## src/rtl/seq_pkg.sv

```systemverilog
// Shared definitions for the HI/LO move sequencer: state codes, default opcodes
// and the bit positions of the internal one-hot strobe vector.
package seq_pkg;

  typedef enum logic [3:0] {
    ST_IDLE = 4'd0,
    ST_T0   = 4'd1,
    ST_T1   = 4'd2,
    ST_T2   = 4'd3,
    ST_T3   = 4'd4,
    ST_T4   = 4'd5,
    ST_T5   = 4'd6,
    ST_HALT = 4'd7,
    ST_ERR  = 4'd8
  } state_t;

  localparam logic [4:0] OPC_MFHI = 5'b11000;
  localparam logic [4:0] OPC_MFLO = 5'b11001;
  localparam logic [4:0] OPC_MTHI = 5'b10110;
  localparam logic [4:0] OPC_MTLO = 5'b10111;

  localparam int STB_PCOUT   = 0;
  localparam int STB_MARIN   = 1;
  localparam int STB_INCPC   = 2;
  localparam int STB_ZLOWIN  = 3;
  localparam int STB_ZLOWOUT = 4;
  localparam int STB_PCIN    = 5;
  localparam int STB_READ    = 6;
  localparam int STB_MDREAD  = 7;
  localparam int STB_MDRIN   = 8;
  localparam int STB_MDROUT  = 9;
  localparam int STB_IRIN    = 10;
  localparam int STB_GRA     = 11;
  localparam int STB_RIN     = 12;
  localparam int STB_ROUT    = 13;
  localparam int STB_HIIN    = 14;
  localparam int STB_HIOUT   = 15;
  localparam int STB_LOIN    = 16;
  localparam int STB_LOOUT   = 17;
  localparam int STB_W       = 18;

endpackage

```

## src/rtl/move_decode.sv

```systemverilog
// Combinational opcode decoder for the HI/LO move group.
// to_reg=1 means HI/LO is copied into the general register (mfhi/mflo).
module move_decode
  import seq_pkg::*;
#(
  parameter int               OPC_W   = 5,
  parameter logic [OPC_W-1:0] OP_MFHI = OPC_MFHI,
  parameter logic [OPC_W-1:0] OP_MFLO = OPC_MFLO,
  parameter logic [OPC_W-1:0] OP_MTHI = OPC_MTHI,
  parameter logic [OPC_W-1:0] OP_MTLO = OPC_MTLO
) (
  input  logic [OPC_W-1:0] opcode,
  output logic             hi_sel,
  output logic             lo_sel,
  output logic             to_reg,
  output logic             legal
);

  // opcode to move-direction decode
  always_comb begin
    hi_sel = 1'b0;
    lo_sel = 1'b0;
    to_reg = 1'b0;
    legal  = 1'b0;
    case (opcode)
      OP_MFHI: begin hi_sel = 1'b1; to_reg = 1'b1; legal = 1'b1; end
      OP_MFLO: begin lo_sel = 1'b1; to_reg = 1'b1; legal = 1'b1; end
      OP_MTHI: begin hi_sel = 1'b1; legal = 1'b1; end
      OP_MTLO: begin lo_sel = 1'b1; legal = 1'b1; end
      default: begin
        hi_sel = 1'b0;
        lo_sel = 1'b0;
        to_reg = 1'b0;
        legal  = 1'b0;
      end
    endcase
  end

endmodule

```

## src/rtl/move_sequencer.sv

```systemverilog
// Hardwired T-state sequencer for instruction fetch and mfhi/mflo/mthi/mtlo.
// Strobes are Moore outputs of the state register; only T4 also looks at ir.
module move_sequencer
  import seq_pkg::*;
#(
  parameter int                         IR_W     = 32,
  parameter int                         OPC_MSB  = 31,
  parameter int                         OPC_LSB  = 27,
  parameter logic [OPC_MSB-OPC_LSB:0]   OP_MFHI  = OPC_MFHI,
  parameter logic [OPC_MSB-OPC_LSB:0]   OP_MFLO  = OPC_MFLO,
  parameter logic [OPC_MSB-OPC_LSB:0]   OP_MTHI  = OPC_MTHI,
  parameter logic [OPC_MSB-OPC_LSB:0]   OP_MTLO  = OPC_MTLO,
  parameter int                         WAIT_MAX = 15,
  parameter int                         COUNT_W  = 16
) (
  input  logic               clock,
  input  logic               clear,
  input  logic               run,
  input  logic [IR_W-1:0]    ir,
  input  logic               mem_ready,
  output logic               PCout,
  output logic               MARin,
  output logic               IncPC,
  output logic               Zlowin,
  output logic               Zlowout,
  output logic               PCin,
  output logic               Read,
  output logic               MD_read,
  output logic               MDRin,
  output logic               MDRout,
  output logic               IRin,
  output logic               Gra,
  output logic               Rin,
  output logic               Rout,
  output logic               HIin,
  output logic               HIout,
  output logic               LOin,
  output logic               LOout,
  output logic               busy,
  output logic               done,
  output logic               illegal,
  output logic               mem_err,
  output logic [3:0]         state,
  output logic [COUNT_W-1:0] retired
);

  localparam int OPC_W  = OPC_MSB - OPC_LSB + 1;
  localparam int WAIT_W = $clog2(WAIT_MAX + 1);

  state_t             cur_state;
  state_t             next_state;
  logic [STB_W-1:0]   stb;
  logic [WAIT_W-1:0]  wait_cnt;
  logic               t1_entry;
  logic               wait_hit;
  logic               hi_sel;
  logic               lo_sel;
  logic               to_reg;
  logic               legal;
  logic               unused_ir;

  assign unused_ir = ^ir[OPC_LSB-1:0];

  move_decode #(
    .OPC_W   (OPC_W),
    .OP_MFHI (OP_MFHI),
    .OP_MFLO (OP_MFLO),
    .OP_MTHI (OP_MTHI),
    .OP_MTLO (OP_MTLO)
  ) u_decode (
    .opcode (ir[OPC_MSB:OPC_LSB]),
    .hi_sel (hi_sel),
    .lo_sel (lo_sel),
    .to_reg (to_reg),
    .legal  (legal)
  );

  // The wait counter is zero only on the first T1 cycle, so it doubles as the entry flag.
  assign t1_entry = (wait_cnt == '0);
  assign wait_hit = (wait_cnt == WAIT_W'(WAIT_MAX - 1));

  // state register
  always_ff @(posedge clock or negedge clear) begin
    if (!clear) begin
      cur_state <= ST_IDLE;
    end else begin
      cur_state <= next_state;
    end
  end

  // next-state and strobe decode
  always_comb begin
    next_state = cur_state;
    stb        = '0;
    done       = 1'b0;
    case (cur_state)
      ST_IDLE: begin
        if (run) next_state = ST_T0;
        else     next_state = ST_IDLE;
      end
      ST_T0: begin
        stb[STB_PCOUT]  = 1'b1;
        stb[STB_MARIN]  = 1'b1;
        stb[STB_INCPC]  = 1'b1;
        stb[STB_ZLOWIN] = 1'b1;
        next_state      = ST_T1;
      end
      ST_T1: begin
        stb[STB_READ]    = 1'b1;
        stb[STB_ZLOWOUT] = t1_entry;
        stb[STB_PCIN]    = t1_entry;
        if (mem_ready)     next_state = ST_T2;
        else if (wait_hit) next_state = ST_ERR;
        else               next_state = ST_T1;
      end
      ST_T2: begin
        stb[STB_MDREAD] = 1'b1;
        stb[STB_MDRIN]  = 1'b1;
        next_state      = ST_T3;
      end
      ST_T3: begin
        stb[STB_MDROUT] = 1'b1;
        stb[STB_IRIN]   = 1'b1;
        next_state      = ST_T4;
      end
      ST_T4: begin
        if (legal) begin
          // Exactly one bus driver and one destination latch per move.
          stb[STB_GRA]   = 1'b1;
          stb[STB_RIN]   = to_reg;
          stb[STB_ROUT]  = ~to_reg;
          stb[STB_HIOUT] = to_reg & hi_sel;
          stb[STB_LOOUT] = to_reg & lo_sel;
          stb[STB_HIIN]  = ~to_reg & hi_sel;
          stb[STB_LOIN]  = ~to_reg & lo_sel;
          next_state     = ST_T5;
        end else begin
          next_state = ST_HALT;
        end
      end
      ST_T5: begin
        done = 1'b1;
        if (run) next_state = ST_T0;
        else     next_state = ST_IDLE;
      end
      ST_HALT: next_state = ST_HALT;
      ST_ERR:  next_state = ST_ERR;
      default: next_state = ST_IDLE;
    endcase
  end

  // wait counter, sticky fault flags and retired count
  always_ff @(posedge clock or negedge clear) begin
    if (!clear) begin
      wait_cnt <= '0;
      illegal  <= 1'b0;
      mem_err  <= 1'b0;
      retired  <= '0;
    end else begin
      if (cur_state == ST_T1 && !mem_ready) wait_cnt <= wait_cnt + WAIT_W'(1);
      else                                  wait_cnt <= '0;
      if (cur_state == ST_T4 && !legal) illegal <= 1'b1;
      if (cur_state == ST_T1 && !mem_ready && wait_hit) mem_err <= 1'b1;
      if (cur_state == ST_T5) retired <= retired + COUNT_W'(1);
    end
  end

  assign busy = (cur_state != ST_IDLE) && (cur_state != ST_HALT) && (cur_state != ST_ERR);
  assign state = cur_state;

  assign PCout   = stb[STB_PCOUT];
  assign MARin   = stb[STB_MARIN];
  assign IncPC   = stb[STB_INCPC];
  assign Zlowin  = stb[STB_ZLOWIN];
  assign Zlowout = stb[STB_ZLOWOUT];
  assign PCin    = stb[STB_PCIN];
  assign Read    = stb[STB_READ];
  assign MD_read = stb[STB_MDREAD];
  assign MDRin   = stb[STB_MDRIN];
  assign MDRout  = stb[STB_MDROUT];
  assign IRin    = stb[STB_IRIN];
  assign Gra     = stb[STB_GRA];
  assign Rin     = stb[STB_RIN];
  assign Rout    = stb[STB_ROUT];
  assign HIin    = stb[STB_HIIN];
  assign HIout   = stb[STB_HIOUT];
  assign LOin    = stb[STB_LOIN];
  assign LOout   = stb[STB_LOOUT];

endmodule

```

## config.mk

```make
export PLATFORM = sky130hd
export DESIGN_NAME = move_sequencer
export DESIGN_NICKNAME = d
export VERILOG_FILES = /design/src/rtl/seq_pkg.sv /design/src/rtl/move_decode.sv /design/src/rtl/move_sequencer.sv
export SDC_FILE = /design/constraint.sdc
export NUM_CORES = 1
export LEC_CHECK = 0
export BUFFER_PORTS_ARGS = -buffer_cell sky130_fd_sc_hd__clkbuf_2
export CAP_MARGIN = 15
export CORE_MARGIN = 1.5
export CORE_UTILIZATION = 33
export DETAILED_ROUTE_END_ITERATION = 7
export PLACE_DENSITY = 0.67
export SLEW_MARGIN = 30
export SYNTH_ARGS = -nofsm -noshare
export SYNTH_HDL_FRONTEND = slang
export SYNTH_SLANG_ARGS = --single-unit
```

## constraint.sdc

```tcl
create_clock -name clock -period 1.5 [get_ports clock]
set_clock_uncertainty 0.1 [all_clocks]
set_input_delay 0.225 -clock clock [delete_from_list [all_inputs] [get_ports clock]]
set_output_delay 0.225 -clock clock [all_outputs]
set_load 0.005 [all_outputs]
```

-- Yosys cells after proc, flatten, opt, wreduce, memory -nomap -nowiden
Index checks and enable logic that the tools add are counted.
W data, S select, Z words.
- register bits after elaboration: 26
- word-level logic and storage cells: 59
- $add $sub $neg: 2
- equality and inequality tests: 15
- multiplexer cells: 17
- bitwise operators: 5
- reduce and logical (&&, ||, !) cells: 15
- operators with widths (kind ; count):
    $pmux W4 S8 ; 1
    $eq A5 B5 Y1 const B ; 4
    $add A16 B1 Y16 const B ; 1
    $eq A4 B3 Y1 const B ; 4
    $mux W4 ; 4
    $mux W7 ; 2
    $eq A4 B2 Y1 const B ; 2
    $eq A4 B4 Y1 const B ; 2
    $logic_not A4 Y1 ; 2
    $reduce_or A2 Y1 ; 4
    $mux W1 ; 7
    $logic_and A1 B1 Y1 ; 5
    $add A4 B1 Y4 const B ; 1
    $and A1 B1 Y1 ; 4
    $eq A4 B1 Y1 const B ; 1
    $mux W2 ; 2
    $ne A4 B3 Y1 const B ; 1
    $ne A4 B4 Y1 const B ; 1
    $reduce_bool A4 Y1 ; 1
    $reduce_or A4 Y1 ; 1
    $mux W3 ; 1
    $logic_not A1 Y1 ; 2
    $not A1 Y1 ; 1

-- Logic depth before layout (Yosys ltp)
Gate-level depths: netlist of the first run.
- depth after elaboration: 7
- gate-level depth with buffers: 6

-- Modules after synthesis
Synthesis of the first run repeated with hierarchy kept, for this count alone.
- cell total of the unflattened synthesis: 137
- area total of the unflattened synthesis: 1433.9 µm²
- by module, submodules not included (module ; instances ; cells an instance ; area an instance (µm²) ; sequential area each (µm²)):
    move_sequencer ; 1 ; 131 ; 1393.8 ; 650.6
    move_decode ; 1 ; 6 ; 40.0 ; 0.0

-- Least setup slack after synthesis of the first run
Ideal clock, no wire load.
- kind: register to output
- start: reg cur_state[0] (netlist: state[0])
- end: out MARin
- arrival time: 1386 ps
- data required time: 1175 ps
- setup slack: -211 ps
- cell stages (with the launch flop): 4
- cells stage by stage: dfrtp_1 > clkbuf_1 > nor4b_1 > buf_4
- longest elaborated chain between the ends: 2
- ends and longest elaborated chain (item ; RTL line ; RTL):
    start, declared ; move_sequencer.sv:50 ; state_t cur_state;
    start signal, assigned ; move_sequencer.sv:87 ; cur_state <= next_state;
    $eq A4 B1 Y1 ; move_sequencer.sv:96 ; case (cur_state)
    $mux W4 ; move_sequencer.sv:96 ;
    end, declared ; move_sequencer.sv:22 ; output logic MARin,
Every way passes these cells.

-- Final worst setup path of the first run
- start: reg cur_state[3] (netlist: state[3])
- end: out HIout
- longest elaborated chain between the ends: 2
- ends and longest elaborated chain (item ; RTL line ; RTL):
    $eq A4 B3 Y1 ; move_sequencer.sv:96 ;
    $mux W7 ; move_sequencer.sv:96 ;
    end, declared ; move_sequencer.sv:36 ; output logic HIout,
Every way passes these cells.

==> impl_metrics.csv, run 1 <==
group,metric,value,unit
run_status,status,"finished, violations left",
run_status,violations,"setup timing",
placement,post-place-ws,-0.101,ns
timing,rsz0062_at_grt,"true",
logic_synthesis,synth_nets,183,
pwr,comb_power_share,50.5,%
floorplan,dieArea,4630,sq um
worst_setup_path,cp_cell_sequence,"and4bb_2 -> and3_4 -> nor2b_4 -> clkbuf_2",
clock_tree,clock_latency,0.26,ns
placement,gp_congestion,0.781,
timing,period_share,123,%
floorplan,num_rows,23,
global_routing,gr-total-overflow,0,
worst_setup_path,r2r-start,"state[3]",
floorplan,initial_core_util,34.6,%
timing,finalMaxSlewViolations,0,
timing,setup_viol,32,
route,wl_per_cell,12.3,um
worst_setup_path,crit_cells,4,
route,viasPerCell,4.86,
pwr,power_switching_share,36.0,%
final_layout,fillers,383,
pwr,p_sw,0.984,mW
clock_tree,cts_buffers,3,
final_layout,multiInputGateArea,795,sq um
worst_setup_path,criticalPathCategory,"reg2out",
worst_setup_path,worstPathMaxFanout,6,
timing,worstMarginPinSlew,0.636,ns
timing,clock.fmax,0.541,GHz
logic_synthesis,ys_ff_latch,26,
logic_synthesis,ys_seq_area_share,46.6,%
worst_setup_path,critPathMaxStageDelay,0.45,ns
final_layout,final_nets,252,
final_layout,layout_commonest_cell,"clkbuf_2",
pwr,p_leak,1.07,nW
worst_setup_path,crit_path_start_kind,"flop",
worst_setup_path,worst-endpoint-required,1.17,ns
floorplan,die_w,68.0,um
timing,period_needed,1.85,ns
floorplan,core_area,4030,sq um
final_layout,antenna_cells,0,
timing,setup_tns,-5.27,ns
pwr,ir_worst_vdd,0.822,mV
worst_setup_path,endpoint,"HIout",
pwr,clkPwrFrac,14.0,%
min_path,hold_class,"in2reg",
global_routing,grt_max_degree,27,
worst_setup_path,r2r-end,"retired[11]",
final_layout,final-seq-area,654,sq um
route,first_pass_iters,4,
clock_tree,tritoncts,"built",
global_routing,grt_usage,13.4,%
worst_setup_path,cp_slowest_cell,"dfrtp_2",
logic_synthesis,yosys_warnings,0,
clock_tree,clk_pin_slew_worst_paths,0.08,ns
worst_setup_path,crit_arrival,1.52,ns
global_routing,antenna_found_initial,0,
floorplan,pin_count,78,
global_routing,grt_pass1_wl,4770,um
pwr,internal_power,1.75,mW
clock_tree,cts.sinks,26,
logic_synthesis,synth_area,1400,sq um
clock_tree,ctsHtreeMaxLevel,1,
final_layout,synthToLayoutAreaGrowth,48.0,%
route,route.detailed.drc,0,
final_layout,final_cell_mix,"clkbuf_2, dfrtp_1, nor2_1",
clock_tree,root_buffer,"clkbuf_8",
worst_setup_path,r2r_setup_slack,-0.15,ns
placement,port_buffers,50,
route,totalWireLength,3200,um
logic_synthesis,netlist_instances,143,
route,dr.first_iter.drc_count,51,
floorplan,die_h,68.0,um
global_routing,grt_pass1_vias,1115,
timing,hold_viol_final,0,
worst_setup_path,cp_top_family,"simple AND/OR/NAND/NOR gates",
timing,setup_ws,-0.348,ns
pwr,total_power,2.73,mW
route,dr_total_vias,1264,
worst_setup_path,cp-end-kind,"output port",
placement,dp_hpwl,2210,um
worst_setup_path,path_buf_inv,1,
logic_synthesis,yosysUniqueCellTypes,32,
timing,relSlewSlack,57.6,%
worst_setup_path,setup.worst_path.start,"state[3]",
pwr,p_seq_share,35.5,%
clock_tree,ctsLongestPathBuffers,2,
timing,hold_ws,0.213,ns
logic_synthesis,syn_area_per_cell,9.76,sq um
run,drv.max_cap_violation_count,0,
final_layout,drive_above_1_share,49.0,%
worst_setup_path,r2r_cells,5,
pwr,p_per_area,1320,nW/um^2
route,ant_nets,0,
==> worst min-delay path: stages <==
cell and delay, ns:
clkbuf_2 0.10, o21ai_0 0.15, a21oi_1 0.07
==> synth_stat cells <==
master     n  area (sq um)
a21o_1     2          15.0
a21oi_1    3          15.0
a32o_1     1          10.0
and2_1     2          12.5
and3_1     6          37.5
and4_1     1          8.76
and4bb_1   1          12.5
and4bb_2   1          12.5
buf_2      1          5.00
buf_4      7          52.6
clkbuf_1   3          11.3
dfrtp_1   26           651
ha_1       4          50.1
inv_1      5          18.8
mux2_2     1          11.3
nand2_1   10          37.5
nand2b_1   4          25.0
nand3_1    5          25.0
nand3_2    1          10.0
nand4_1    7          43.8
nor2_1    17          63.8
nor2b_1    2          12.5
nor3_1     5          25.0
nor3b_1    2          15.0
nor4_1     1          6.26
nor4_2     1          12.5
nor4b_1    2          17.5
o21ai_0    3          15.0
o21bai_1   1          7.51
or2_2      1          6.26
xnor2_1    9          78.8
xor2_1     8          70.1
==> cell type report <==
type,instances,area share (%)
inverters,5,0.909
clock buffers,3,2.00
flip-flops and latches,26,31.7
repair buffers,75,23.9
multi-input cells,101,38.5
well taps,50,3.03
==> registers in the layout (all words and copies together), names as in the netlist <==
name      flops
illegal       1
mem_err       1
retired      16
state         4
wait_cnt      4
==> logic make-up after synthesis <==
logic type               after synthesis  share of synthesized area [%]
flip-flops                            26                           46.6
adder cells (fa/ha/maj)                4                           3.59
XOR/XNOR                              17                           10.7
AND/OR/NAND/NOR                       69                           27.5
buffers and inverters                 16                           6.28
multiplexers                           1                          0.807
AO/OA/AOI/OAI                         10                           4.48
==> per-layer routing <==
| metal | global-route usage [%] | part of all wire, % | vias up |
|---|---|---|---|
| met4 | 4.50 | 0.44 | 0 |
| met3 | 1.64 | 6.3 | 2 |
| met1 | 17.8 | 46 | 596 |
| met5 | 0 | 0 | - |
| li1 | - | - | 619 |
| met2 | 22.5 | 48 | 47 |
==> power by group through the flow <==
stage | Sequential [mW] | Clock (mW) | Combinational [mW]
6_report | 0.969 | 0.382 | 1.38
5_1_grt | 0.990 | 0.424 | 1.53
4_1_cts | 0.943 | 0.397 | 1.18
3_5_place_dp | 0.956 | 0 | 1.10
3_3_place_gp | 0.953 | 0 | 1.08
2_1_floorplan | 0.954 | 0 | 0.653
==> stage by stage <==
stage | cell area (sq um) | instances | util [%]
3_5_place_dp | 1840 | 252 | 45.7
2_1_floorplan | 1470 | 143 | -
4_1_cts | 1940 | 258 | 48.1
5_1_grt | 2060 | 260 | 51.2
6_report | 2060 | 260 | 51.2
3_3_place_gp | 1840 | 252 | 45.7
==> worst min path at each step <==
stage                    from  depth (start not counted)  slack (ns)     endpoint
floorplan               clear                          0       -0.17      illegal
global placement        clear                          1        0.18  retired[15]
detailed placement      clear                          1        0.18  retired[10]
CTS                 mem_ready                          3        0.22     state[1]
global route        mem_ready                          3        0.24     state[1]
finish              mem_ready                          3        0.21     state[1]
==> what timing repair did <==
action / CTS / global route
hold buffers: 1 / 0
resized for setup: 8 / 32
buffers inserted: 2 / 4
endpoints found under the hold margin: 26 / 0
setup endpoints to repair: 34 / 40
pin swaps: 8 / 9
Note: power is estimated with default switching activity, not from simulation.
==> inputs of run 2 (changes only) <==
--- a/config.mk
+++ b/config.mk
@@ -11,7 +11,9 @@
 export CORE_UTILIZATION = 33
 export DETAILED_ROUTE_END_ITERATION = 7
 export PLACE_DENSITY = 0.67
+export SETUP_SLACK_MARGIN = 0.4
 export SLEW_MARGIN = 30
 export SYNTH_ARGS = -nofsm -noshare
 export SYNTH_HDL_FRONTEND = slang
+export SYNTH_HIERARCHICAL = 1
 export SYNTH_SLANG_ARGS = --single-unit
==> constraint.sdc (replaced) <==
create_clock -name clock -period 1.7 [get_ports clock]
set_clock_uncertainty 0.1 [all_clocks]
set_input_delay 0.255 -clock clock [delete_from_list [all_inputs] [get_ports clock]]
set_output_delay 0.255 -clock clock [all_outputs]
set_load 0.005 [all_outputs]
==> impl_metrics.csv, run 2 <==
group,metric,value,unit
floorplan,core_area,4090,sq um
worst_setup_path,crit_arrival,1.46,ns
timing,rsz0062_at_grt,"true",
floorplan,die_h,68.9,um
timing,period_share,107,%
worst_setup_path,path_buf_inv,2,
logic_synthesis,yosysMostFrequentCell,"dfrtp_1",
worst_setup_path,worst-endpoint-required,1.34,ns
run,drv.max_cap_violation_count,0,
worst_setup_path,criticalPathCategory,"reg2out",
route,first_pass_iters,6,
worst_setup_path,cp_slowest_cell,"dfrtp_2",
final_layout,final_cells,270,
logic_synthesis,ys.flop_type,"dfrtp_1",
final_layout,largest_reg_flops,16,
clock_tree,tritoncts,"built",
pwr,ir_worst_vdd,0.685,mV
worst_setup_path,crit_path_start_kind,"flop",
placement,port_buffers,50,
timing,worstMarginPinSlew,0.672,ns
logic_synthesis,synthTopCellsByArea,"dfrtp_1, xnor2_1, buf_4",
timing,setup_viol,14,
global_routing,grt_pass1_vias,1169,
logic_synthesis,ys_seq_area_share,45.4,%
clock_tree,ctsHtreeMaxLevel,1,
logic_synthesis,yosys.area.top_type_share,45.4,%
pwr,power_switching_share,34.5,%
final_layout,regMostFlops,"retired",
pwr,p_per_area,1160,nW/um^2
final_layout,antenna_cells,0,
run_status,violations,"setup timing",
logic_synthesis,syn_area_per_cell,10.5,sq um
logic_synthesis,ys_top_cells_by_count,"dfrtp_1, nand2_1, xnor2_1",
clock_tree,ctsLongestPathBuffers,2,
clock_tree,clk_pin_slew_worst_paths,0.09,ns
placement,gp_congestion,0.688,
pwr,p_leak,1.20,nW
global_routing,gr-total-overflow,0,
global_routing,grt_usage,13.9,%
worst_setup_path,cp-end-kind,"output port",
clock_tree,root_buffer,"clkbuf_8",
logic_synthesis,ys_ff_latch,26,
global_routing,antenna_found_initial,0,
logic_synthesis,synth_enable_flop_cells,0,
route,totalWireLength,3390,um
final_layout,synthToLayoutAreaGrowth,62.3,%
logic_synthesis,synth_nets,177,
floorplan,dieArea,4750,sq um
run_status,status,"finished, violations left",
pwr,p_seq_share,30.2,%
timing,clock.fmax,0.552,GHz
worst_setup_path,critPathMaxStageDelay,0.45,ns
floorplan,initial_core_util,35.1,%
pwr,p_sw,0.931,mW
clock_tree,clock_latency,0.27,ns
route,dr.first_iter.drc_count,45,
route,ant_nets,0,
timing,setup_tns,-0.683,ns
final_layout,drive_above_1_share,58.6,%
logic_synthesis,synth_area,1430,sq um
pwr,internal_power,1.77,mW
route,dr_total_vias,1285,
global_routing,grt_max_degree,27,
worst_setup_path,worstPathMaxFanout,3,
logic_synthesis,netlist_instances,137,
timing,setup_ws,-0.112,ns
clock_tree,cts.sinks,26,
final_layout,final_cell_mix,"clkbuf_2, dfrtp_1, buf_6",
placement,dp_hpwl,2170,um
pwr,comb_power_share,55.1,%
route,route.detailed.drc,0,
floorplan,die_w,68.9,um
logic_synthesis,yosysUniqueCellTypes,37,
route,viasPerCell,4.76,
pwr,total_power,2.70,mW
placement,placed_cells,242,
global_routing,grt_pass1_wl,4970,um
logic_synthesis,yosys_warnings,6,
min_path,hold_class,"in2reg",
worst_setup_path,cp_top_family,"simple AND/OR/NAND/NOR gates",
floorplan,pin_count,78,
timing,period_needed,1.81,ns
route,wl_per_cell,12.5,um
timing,relSlewSlack,55.2,%
floorplan,num_rows,23,
timing,finalMaxSlewViolations,0,
logic_synthesis,async_flop_share,100,%
clock_tree,cts_buffers,3,
final_layout,fin_util,57.0,%
final_layout,final_nets,261,
placement,post-place-ws,0.0644,ns
final_layout,layout_commonest_cell,"clkbuf_2",
pwr,clkPwrFrac,14.7,%
logic_synthesis,yosysTopAreaCell,"dfrtp_1",
timing,hold_viol_final,0,
worst_setup_path,cp_cell_sequence,"buf_6 -> nor4b_4 -> and3_1 -> clkbuf_2",
## run 2: cell count changes in the layout (fill, tap and decap cells not counted), sizes merged, moves of 3 or more
cell / change
buf: +12
clkbuf: +4
nand2: +4
nand4: -3
nor2: -9
xnor2: +6
xor2: -6
## run 2: repair_timing
action / in CTS / in global routing
setup endpoints to repair: 43 / 49
pin swaps: 12 / 17
buffers inserted: 14 / 9
hold buffers: 1 / 0
endpoints found under the hold margin: 26 / 0
gates resized for setup: 25 / 39
## run 2: metal layers
layer,wire length (um),global-route usage [%]
met5,0,0
met2,1810,25.2
met1,1430,16.5
met3,112,3.57
met4,36,2.70
## run 2: logic make-up (layout without fill, tap and decap cells)
group	count (synthesis)	after routing	synth area share [%]
compound gates	11	11	4.54
xor+xnor	17	17	10.9
fa+ha+maj	4	4	3.49
buf+inv	16	99	6.54
flops	26	26	45.4
mux	1	1	0.785
simple gates	62	62	28.4
## run 2: layout make-up
class                           instances  area (sq um)
Fill cell                             351          1760
Multi-Input combinational cell         95           873
Timing Repair Buffer                   90           666
Sequential cell                        26           652
Tap cell                               50          62.6
Clock buffer                            4          55.1
Inverter                                5          18.8
## run 2: final timing paths
kind	from	end	slack, ns	depth (start not counted)
min in group asynchronous	clear	retired[10]	0.45	2
setup reg to reg	state[3]	retired[11]	-0.01	7
hold / removal	run	state[0]	0.21	3
hold reg to reg	mem_err	mem_err	0.36	1
setup / recovery	state[3]	PCin	-0.11	4
max in group asynchronous	clear	state[3]	0.58	2
## run 2: per-stage QoR
stage | instance area [sq um] | hold slack (ns)
after floorplan | 1470 | -0.141
after CTS | 2090 | 0.182
after detailed placement | 1810 | 0.221
after global placement | 1810 | 0.226
after global routing | 2330 | 0.221
final | 2330 | 0.211
## run 2: power groups by stage
stage | clock [mW] | sequential [mW] | combinational, mW
floorplan | 0 | 0.821 | 0.568
global placement | 0 | 0.821 | 0.895
detailed placement | 0 | 0.821 | 0.917
CTS | 0.411 | 0.808 | 1.23
global route | 0.436 | 0.831 | 1.59
finish | 0.397 | 0.815 | 1.49
## run 2: worst register-to-register path, stage by stage, from the launching register on
cell and delay, ns:
dfrtp_2 0.45, buf_6 0.13, nand4bb_4 0.24, inv_2 0.09, and4_1 0.19, buf_6 0.16, nand4_4 0.12, xnor2_2 0.14
==> inputs of run 3 (changes only) <==
--- a/config.mk
+++ b/config.mk
@@ -8,9 +8,9 @@
 export BUFFER_PORTS_ARGS = -buffer_cell sky130_fd_sc_hd__clkbuf_2
 export CAP_MARGIN = 15
 export CORE_MARGIN = 1.5
-export CORE_UTILIZATION = 33
+export CORE_UTILIZATION = 37
 export DETAILED_ROUTE_END_ITERATION = 7
-export PLACE_DENSITY = 0.67
+export PLACE_DENSITY = 0.73
 export SETUP_SLACK_MARGIN = 0.4
 export SLEW_MARGIN = 30
 export SYNTH_ARGS = -nofsm -noshare
==> impl_metrics.csv, run 3 (synthesis gave the netlist of run 2 again) <==
group,metric,value,unit
run_status,status,"finished, violations left",
run_status,violations,"setup timing",
worst_setup_path,r2r_setup_slack,-0.06,ns
floorplan,die_w,65.3,um
pwr,p_seq_share,28.8,%
floorplan,die_h,65.3,um
timing,clock.fmax,0.538,GHz
final_layout,fin_util,64.5,%
clock_tree,cts_buffers,3,
clock_tree,ctsHtreeMaxLevel,1,
placement,port_buffers,50,
final_layout,fillers,305,
placement,dp_hpwl,2170,um
timing,rsz0062_at_grt,"true",
clock_tree,ctsLongestPathBuffers,2,
route,dr.first_iter.drc_count,41,
worst_setup_path,crit_cells,4,
final_layout,layout_commonest_cell,"clkbuf_2",
final_layout,multiInputGateArea,870,sq um
floorplan,num_rows,22,
worst_setup_path,crit_path_start_kind,"flop",
global_routing,antenna_found_initial,0,
route,ant_nets,0,
clock_tree,clk_pin_slew_worst_paths,0.08,ns
route,route.detailed.drc,0,
worst_setup_path,cp_slowest_cell,"dfrtp_1",
worst_setup_path,criticalPathCategory,"reg2out",
final_layout,synthToLayoutAreaGrowth,65.8,%
worst_setup_path,cp_cell_sequence,"buf_6 -> nor4b_4 -> and3_4 -> clkbuf_2",
worst_setup_path,worstPathMaxFanout,3,
timing,setup_ws,-0.159,ns
timing,hold_viol_final,0,
route,totalWireLength,3640,um
run,drv.max_cap_violation_count,0,
pwr,p_per_area,1200,nW/um^2
timing,finalMaxSlewViolations,0,
clock_tree,tritoncts,"built",
clock_tree,clock_latency,0.26,ns
floorplan,pin_count,78,
final_layout,final-seq-area,652,sq um
worst_setup_path,crit_arrival,1.50,ns
route,wl_per_cell,13.4,um
worst_setup_path,cp_top_family,"simple AND/OR/NAND/NOR gates",
worst_setup_path,endpoint,"PCin",
pwr,ir_worst_vdd,0.728,mV
placement,dpl-instance-area,1830,sq um
floorplan,dieArea,4260,sq um
global_routing,gr-total-overflow,0,
timing,setup_viol,25,
pwr,p_leak,1.20,nW
floorplan,initial_core_util,38.9,%
worst_setup_path,r2r-start,"state[2]",
final_layout,final_cells,271,
global_routing,grt_max_degree,27,
worst_setup_path,r2r-end,"retired[11]",
route,first_pass_iters,4,
placement,placed_cells,242,
route,viasPerCell,4.72,
worst_setup_path,setup.worst_path.start,"state[3]",
timing,period_share,109,%
pwr,internal_power,1.85,mW
global_routing,grt_pass1_wl,5200,um
worst_setup_path,path_buf_inv,2,
worst_setup_path,critPathMaxStageDelay,0.44,ns
min_path,hold_class,"in2reg",
pwr,p_sw,1.00,mW
timing,worstMarginPinSlew,0.643,ns
final_layout,drive_above_1_share,59.2,%
route,dr_total_vias,1279,
pwr,comb_power_share,59.4,%
global_routing,grt_pass1_vias,1191,
final_layout,finalInstanceArea,2380,sq um
timing,period_needed,1.86,ns
worst_setup_path,worst-endpoint-required,1.34,ns
final_layout,regMostFlops,"retired",
global_routing,grt_usage,15.7,%
clock_tree,cts.sinks,26,
clock_tree,root_buffer,"clkbuf_8",
final_layout,largest_reg_flops,16,
final_layout,final_nets,265,
worst_setup_path,r2r_cells,9,
placement,gp_congestion,0.774,
pwr,power_switching_share,35.2,%
timing,relSlewSlack,57.1,%
pwr,clkPwrFrac,11.8,%
final_layout,final_cell_mix,"clkbuf_2, buf_6, dfrtp_1",
final_layout,antenna_cells,0,
floorplan,core_area,3690,sq um
worst_setup_path,cp-end-kind,"output port",
[run 3: area by class of cell]
class	count	share of cell area (%)
Multi-Input combinational cell	95	36.6
Sequential cell	26	27.4
Timing Repair Buffer	94	30.9
Tap cell	48	2.53
Clock buffer	3	1.74
Inverter	5	0.789
[run 3: what timing repair did]
action                                 CTS  global route
endpoints found under the hold margin   26             0
setup buffers                           11            14
setup endpoints to repair               44            49
hold buffers                             1             0
resized for setup                       23            52
pin swaps                                8            13
[run 3: per-stage QoR]
| step | TNS [ns] | power [mW] | setup slack (ns) | hold slack (ns) |
|---|---|---|---|---|
| 3_3_place_gp | 0 | 1.75 | 0.0630 | 0.216 |
| 5_1_grt | -3.87 | 3.02 | -0.223 | 0.215 |
| 4_1_cts | -1.03 | 2.34 | -0.123 | 0.212 |
| 3_5_place_dp | 0 | 1.78 | 0.0865 | 0.217 |
| 2_1_floorplan | 0 | 1.39 | 0.0716 | -0.141 |
| 6_report | -1.74 | 2.85 | -0.159 | 0.208 |
[run 3: how the worst min path moves through the flow]
stage          startpoint     endpoint  slack, ns  cells after the start
2_1_floorplan       clear      illegal      -0.14                      0
3_3_place_gp        clear   retired[1]       0.22                      1
3_5_place_dp        clear   retired[4]       0.22                      1
4_1_cts               run     state[0]       0.21                      3
5_1_grt         mem_ready  wait_cnt[0]       0.22                      3
6_report        mem_ready  wait_cnt[0]       0.21                      3
[run 3: layer usage]
metal  track usage (%)  routed length, um
met1              19.8               1640
met2              27.3               1880
met3              3.25                100
met4              3.91                 20
met5                 0                  0
[run 3: worst reg2reg max path: stages, from the launching register on]
cell       delay, ns
dfrtp_1         0.42
buf_6           0.12
buf_6           0.09
buf_6           0.09
nand4bb_4       0.14
inv_2           0.10
and4_1          0.18
buf_6           0.15
nand4_4         0.11
xnor2_2         0.14
[run 3: power groups by stage]
stage | Sequential, mW | Combinational [mW] | Clock, mW
floorplan | 0.821 | 0.568 | 0
global placement | 0.817 | 0.934 | 0
detailed placement | 0.821 | 0.955 | 0
CTS | 0.801 | 1.19 | 0.348
global route | 0.840 | 1.81 | 0.376
finish | 0.822 | 1.69 | 0.337
